### src/rtl/lsu_axi_param.sv
// Load/store unit bridging a single RISC-V memory request to one AXI4 single-beat transaction.
// Handles alignment checks, lane steering, load extension, bus errors and R/B timeouts.
module lsu_axi_param #(
   parameter int          DATA_W  = 32,
   parameter logic [3:0]  AXI_ID  = 4'b0001,
   parameter int          TIMEOUT = 1024
) (
   input  logic                  clk,
   input  logic                  rst,
   input  logic                  in_valid,
   output logic                  in_ready,
   input  logic [31:0]           in_addr,
   input  logic [DATA_W-1:0]     in_wdata,
   input  logic [2:0]            in_funct3,
   input  logic                  in_is_load,
   input  logic                  in_is_store,
   output logic                  out_valid,
   input  logic                  out_ready,
   output logic [DATA_W-1:0]     out_rdata,
   output logic [1:0]            out_err,
   output logic                  arvalid,
   input  logic                  arready,
   output logic [31:0]           araddr,
   output logic [3:0]            arid,
   output logic [2:0]            arsize,
   output logic [7:0]            arlen,
   output logic [1:0]            arburst,
   input  logic                  rvalid,
   output logic                  rready,
   input  logic [DATA_W-1:0]     rdata,
   input  logic [1:0]            rresp,
   input  logic                  rlast,
   output logic                  awvalid,
   input  logic                  awready,
   output logic [31:0]           awaddr,
   output logic [3:0]            awid,
   output logic [2:0]            awsize,
   output logic [7:0]            awlen,
   output logic [1:0]            awburst,
   output logic                  wvalid,
   input  logic                  wready,
   output logic [DATA_W-1:0]     wdata,
   output logic [DATA_W/8-1:0]   wstrb,
   output logic                  wlast,
   input  logic                  bvalid,
   output logic                  bready,
   input  logic [1:0]            bresp
);

   localparam int STRB_W = DATA_W / 8;
   localparam int LANE_W = $clog2(STRB_W);
   localparam int TCNT_W = (TIMEOUT > 1) ? $clog2(TIMEOUT) + 1 : 1;

   typedef enum logic [2:0] {S_IDLE, S_AR, S_R, S_AWW, S_B, S_DONE} state_t;

   state_t               state_reg;
   logic [31:0]          addr_reg;
   logic [2:0]           funct3_reg;
   logic [DATA_W-1:0]    wdata_reg;
   logic [DATA_W-1:0]    rdata_reg;
   logic [1:0]           err_reg;
   logic                 arvalid_reg;
   logic                 awvalid_reg;
   logic                 wvalid_reg;
   logic [TCNT_W-1:0]    tcnt_reg;

   logic [2:0]           in_size_mask;
   logic                 in_misaligned;
   logic                 in_illegal;
   logic                 timeout_hit;
   logic [LANE_W-1:0]    lane_off;
   logic [DATA_W-1:0]    r_shift;
   logic [DATA_W-1:0]    r_ext;
   logic [7:0]           strb_base;
   logic [DATA_W-1:0]    wdata_rep;

   assign in_size_mask  = 3'((4'd1 << in_funct3[1:0]) - 4'd1);
   assign in_misaligned = |(in_addr[2:0] & in_size_mask);
   assign in_illegal    = (in_funct3 == 3'b111) || (in_is_store && in_funct3[2]) ||
                          ((DATA_W == 32) && ((in_funct3 == 3'b011) || (in_funct3 == 3'b110)));
   assign timeout_hit   = (TIMEOUT != 0) && (tcnt_reg == TCNT_W'(TIMEOUT - 1));

   // Loads: move the addressed lane down to bit 0, then extend per funct3.
   assign lane_off = addr_reg[LANE_W-1:0];
   assign r_shift  = rdata >> {lane_off, 3'b000};

   always_comb begin
      r_ext = r_shift;
      case (funct3_reg)
         3'b000:  r_ext = DATA_W'($signed(r_shift[7:0]));
         3'b001:  r_ext = DATA_W'($signed(r_shift[15:0]));
         3'b010:  r_ext = DATA_W'($signed(r_shift[31:0]));
         3'b100:  r_ext = DATA_W'(r_shift[7:0]);
         3'b101:  r_ext = DATA_W'(r_shift[15:0]);
         3'b110:  r_ext = DATA_W'(r_shift[31:0]);
         default: r_ext = r_shift;
      endcase
   end

   always_comb begin
      case (funct3_reg[1:0])
         2'd0:    strb_base = 8'h01;
         2'd1:    strb_base = 8'h03;
         2'd2:    strb_base = 8'h0F;
         default: strb_base = 8'hFF;
      endcase
   end

   // Stores: replicate the low `size` bytes across every lane so any lane offset sees the data.
   for (genvar gi = 0; gi < STRB_W; gi++) begin : g_lane
      assign wdata_rep[8*gi +: 8] =
         (funct3_reg[1:0] == 2'd0) ? wdata_reg[7:0] :
         (funct3_reg[1:0] == 2'd1) ? wdata_reg[8*(gi%2) +: 8] :
         (funct3_reg[1:0] == 2'd2) ? wdata_reg[8*(gi%4) +: 8] :
                                     wdata_reg[8*(gi%8) +: 8];
   end

   always_ff @(posedge clk) begin
      if (rst) begin
         state_reg   <= S_IDLE;
         addr_reg    <= '0;
         funct3_reg  <= '0;
         wdata_reg   <= '0;
         rdata_reg   <= '0;
         err_reg     <= 2'b00;
         arvalid_reg <= 1'b0;
         awvalid_reg <= 1'b0;
         wvalid_reg  <= 1'b0;
         tcnt_reg    <= '0;
      end else begin
         case (state_reg)
            S_IDLE: begin
               if (in_valid) begin
                  addr_reg   <= in_addr;
                  funct3_reg <= in_funct3;
                  wdata_reg  <= in_wdata;
                  rdata_reg  <= '0;
                  err_reg    <= 2'b00;
                  tcnt_reg   <= '0;
                  if (!in_is_load && !in_is_store) begin
                     state_reg <= S_DONE;
                  end else if (in_misaligned || in_illegal) begin
                     err_reg   <= 2'b01;
                     state_reg <= S_DONE;
                  end else if (in_is_load) begin
                     arvalid_reg <= 1'b1;
                     state_reg   <= S_AR;
                  end else begin
                     awvalid_reg <= 1'b1;
                     wvalid_reg  <= 1'b1;
                     state_reg   <= S_AWW;
                  end
               end
            end
            S_AR: begin
               if (arready) begin
                  arvalid_reg <= 1'b0;
                  tcnt_reg    <= '0;
                  state_reg   <= S_R;
               end
            end
            S_R: begin
               if (rvalid && rlast) begin
                  if (rresp != 2'b00) begin
                     err_reg   <= 2'b10;
                     rdata_reg <= '0;
                  end else begin
                     rdata_reg <= r_ext;
                  end
                  state_reg <= S_DONE;
               end else if (timeout_hit) begin
                  err_reg   <= 2'b11;
                  state_reg <= S_DONE;
               end else begin
                  tcnt_reg <= tcnt_reg + 1'b1;
               end
            end
            S_AWW: begin
               // AW and W retire independently; move on once neither is still pending.
               if (awready) awvalid_reg <= 1'b0;
               if (wready)  wvalid_reg  <= 1'b0;
               if ((!awvalid_reg || awready) && (!wvalid_reg || wready)) begin
                  tcnt_reg  <= '0;
                  state_reg <= S_B;
               end
            end
            S_B: begin
               if (bvalid) begin
                  if (bresp != 2'b00) err_reg <= 2'b10;
                  state_reg <= S_DONE;
               end else if (timeout_hit) begin
                  err_reg   <= 2'b11;
                  state_reg <= S_DONE;
               end else begin
                  tcnt_reg <= tcnt_reg + 1'b1;
               end
            end
            S_DONE: begin
               if (out_ready) state_reg <= S_IDLE;
            end
            default: state_reg <= S_IDLE;
         endcase
      end
   end

   // Ready is held high in IDLE so stale responses from timed-out requests drain silently.
   assign in_ready  = (state_reg == S_IDLE);
   assign out_valid = (state_reg == S_DONE);
   assign rready    = (state_reg == S_IDLE) || (state_reg == S_R);
   assign bready    = (state_reg == S_IDLE) || (state_reg == S_B);
   assign out_rdata = rdata_reg;
   assign out_err   = err_reg;

   assign arvalid = arvalid_reg;
   assign araddr  = addr_reg;
   assign arid    = AXI_ID;
   assign arsize  = {1'b0, funct3_reg[1:0]};
   assign arlen   = 8'd0;
   assign arburst = 2'b01;
   assign awvalid = awvalid_reg;
   assign awaddr  = addr_reg;
   assign awid    = AXI_ID;
   assign awsize  = {1'b0, funct3_reg[1:0]};
   assign awlen   = 8'd0;
   assign awburst = 2'b01;
   assign wvalid  = wvalid_reg;
   assign wlast   = wvalid_reg;
   assign wdata   = wdata_rep;
   assign wstrb   = STRB_W'(strb_base << lane_off);

endmodule

### config.mk
export PLATFORM = sky130hd
export DESIGN_NAME = lsu_axi_param
export DESIGN_NICKNAME = d
export VERILOG_FILES = /design/src/rtl/lsu_axi_param.sv
export SDC_FILE = /design/constraint.sdc
export NUM_CORES = 1
export LEC_CHECK = 0
export CAP_MARGIN = 20
export CORE_MARGIN = 5
export CORE_UTILIZATION = 30
export CTS_CLUSTER_DIAMETER = 200
export DETAILED_ROUTE_END_ITERATION = 16
export GPL_TIMING_DRIVEN = 0
export PLACE_DENSITY = 0.69
export SLEW_MARGIN = 20
export SYNTH_ARGS = -nofsm -noshare
export SYNTH_HDL_FRONTEND = slang
export SYNTH_SLANG_ARGS = --single-unit
### constraint.sdc
create_clock -name clk -period 4.35 [get_ports clk]
set_clock_uncertainty 0.2 [all_clocks]
set_input_delay 0.6525 -clock clk [delete_from_list [all_inputs] [get_ports clk]]
set_output_delay 0.6525 -clock clk [all_outputs]
set_load 0.01 [all_outputs]
==> impl_metrics.csv <==
group,metric,value,unit
yosys,yosysWarnings,0,
floorplanning,dieArea,0.0232,mm2
worst_setup_path,cp-end-kind,"output port",
cts,cts_tree,"yes",
global_routing,antenna_found_initial,0,
cells_and_area,seqCellArea,0.00236,mm2
global_routing,grt_usage,19.3,%
min_path,holdPathStages,2,
sta,maxSlewViolCount,0,
cts,post_cts_resized,0,
yosys,ys.flop_type,"dfxtp_1",
cells_and_area,layout_commonest_cell,"clkdlybuf4s50_1",
global_routing,grt_pass1_wl,35900,um
worst_setup_path,ff2ff_setup_slack,1810,ps
placement,hpwlAfterDp,17700,um
worst_setup_path,rr_startpoint,"araddr[0]",
cts,postCtsSetupRepairBufs,0,
sta,worst_pin_slew,1020,ps
worst_setup_path,rr_endpoint,"out_rdata[10]",
outcome,status,"finished clean",
yosys,ys_top_cells_by_area,"dfxtp_1, nand2_1, buf_4, a21oi_1, mux2_2",
drt,drtIter0Drc,340,
worst_setup_path,crit_required,3500,ps
min_path,hold_end,"wdata_reg[21]",
cells_and_area,area_growth,60.7,%
drt,drc_errors,0,
cts,cts-root-buf,"clkbuf_16",
yosys,synth_top_area_share,38.9,%
sta,finalSetupViolCount,0,
global_routing,grt_pass1_vias,6463,
cells_and_area,diodes,0,
cells_and_area,fin_util,48.5,%
yosys,synth-seq-cells,118,
global_routing,gr-total-overflow,0,
global_routing,grt_start_max_net_pins,17,
yosys,synth_cell_types,58,
floorplanning,fp.coreArea,0.0201,mm2
sta,max-slew-margin-rel,31.0,%
run,max-cap-violations,0,
yosys,syn_avg_cell_area,8.12,um2
cells_and_area,multiInputGateArea,0.00301,mm2
cts,clkSlewWorstSetupHoldPaths,60,ps
placement,place.gp.congestion,0.870,
drt,wirelength,23100,um
worst_setup_path,rr_worst_depth,6,
power_and_ir_drop,peakVddDrop,0.256,mV
cts,cts-buffers-inserted,17,
cts,cts.path.max_buffers,2,
sta,finalHoldViolations,0,
worst_setup_path,path_class,"reg2out",
floorplanning,ios,291,
drt,vias,6413,
drt,first_pass_iters,7,
cts,hold_buffers,0,
sta,timing.setup.tns,0,ps
min_path,min_from,"wdata_reg[21]",
floorplanning,std_cell_rows,52,
sta,min_period_over_period,85.2,%
placement,io_buffers,260,
sta,timing.fmax,270,MHz
power_and_ir_drop,powerDensity,510,mW/mm2
cells_and_area,fill_cells,1931,
yosys,synth-async-reset-ratio,0,%
min_path,min_path_type,"reg2reg",
drt,via_per_inst,4.79,
worst_setup_path,cp_data_arrival_time,2860,ps
power_and_ir_drop,power.leakage,3.71,nW
floorplanning,die_h,152,um
drt,postRouteAntennaNets,0,
cells_and_area,post_route_cells_drive_above_1_share,14.7,%
floorplanning,start_util,30.2,%
worst_setup_path,critPathMaxFanout,10,
yosys,yosysSeqAreaShare,38.9,%
yosys,synth_edf_count,0,
cells_and_area,layout_common_cells,"clkdlybuf4s50_1, nand2_1, dfxtp_1",
sta,rsz0062_at_grt,"no",
cts,h-tree-depth,4,
worst_setup_path,cp-start-kind,"register",
sta,layout_min_cycle_time,3710,ps
drt,avgRoutedWirePerCell,17.3,um
yosys,yosysTopAreaCell,"dfxtp_1",
yosys,synthCells,748,
cells_and_area,finalNetCount,1171,
floorplanning,die_w,152,um
cts,cts.sinks,118,
cts,worstSkewPairLatency,410,ps
yosys,mappedNetlistArea,0.00607,mm2
kinds of logic (layout without fill, tap and decap cells):
logic type | after synthesis | after routing | synth area share (%)
buffers and inverters | 133 | 425 | 13.3
adders and majority gates | 1 | 1 | 0.206
and+or+nand+nor | 249 | 249 | 17.9
AOI/OAI and AO/OA | 197 | 197 | 20.9
other | 2 | 30 | 0.124
muxes | 48 | 48 | 8.61
DFF | 118 | 118 | 38.9
where the power goes:
part           switching (mW)  internal (mW)  leakage, nW
sequential              0.135           1.23        0.960
combinational            1.09          0.985         2.45
clock                   0.549          0.979        0.300
cell usage after synthesis, types with 7 or more instances:
cell	n
a21oi_1	80
a221o_1	17
a22oi_1	17
a2bb2oi_1	8
a311oi_1	8
buf_2	11
buf_4	77
clkbuf_1	33
dfxtp_1	118
mux2_2	24
mux2i_1	23
nand2_1	158
nand2b_1	7
nor2_1	42
nor3_1	7
o21ai_0	33
metal layers:
layer  track usage, %  vias up  part of all wire, %
met5                0        -                    0
met4             6.12        0                  2.1
met3             6.13       31                  7.6
met2             33.0      275                   48
met1             23.2     2982                   42
li1                 -     3125                    -
how the worst max path moves through the flow:
stage	startpoint	end	slack, ps	depth (start not counted)
after floorplan	araddr[0]	wstrb[2]	2000	4
after global placement	rst	funct3_reg[1]	1010	5
after detailed placement	rst	wdata_reg[29]	990	5
after CTS	funct3_reg[0]	wdata[30]	550	5
after global routing	funct3_reg[0]	wdata[30]	410	5
final	funct3_reg[0]	wdata[30]	640	5
final cells by class:
type | instances | area share (%)
Buffer | 127 | 8.07
Timing Repair Buffer | 260 | 26.7
Sequential cell | 118 | 24.2
Inverter | 6 | 0.231
Multi-Input combinational cell | 525 | 30.8
Clock inverter | 14 | 2.04
Clock buffer | 18 | 4.50
Tap cell | 270 | 3.46
metrics by stage:
stage | cell area [um2] | instances | hold WS, ps | setup slack, ps | total power, mW
2_1_floorplan | 6180 | 776 | 233 | 2000 | 2.51
3_3_place_gp | 9120 | 1306 | 240 | 1010 | 3.46
3_5_place_dp | 9120 | 1306 | 248 | 988 | 3.48
4_1_cts | 9760 | 1338 | 256 | 555 | 5.03
5_1_grt | 9760 | 1338 | 277 | 411 | 5.27
6_report | 9760 | 1338 | 254 | 642 | 4.98
worst max-delay path, cell delays in order, from the launching register on:
cell	delay [ps]
dfxtp_1	440
clkbuf_1	290
clkbuf_1	610
mux2i_1	170
o21ai_0	310
clkdlybuf4s50_1	630
No activity file was read; power rests on OpenSTA's default activity.
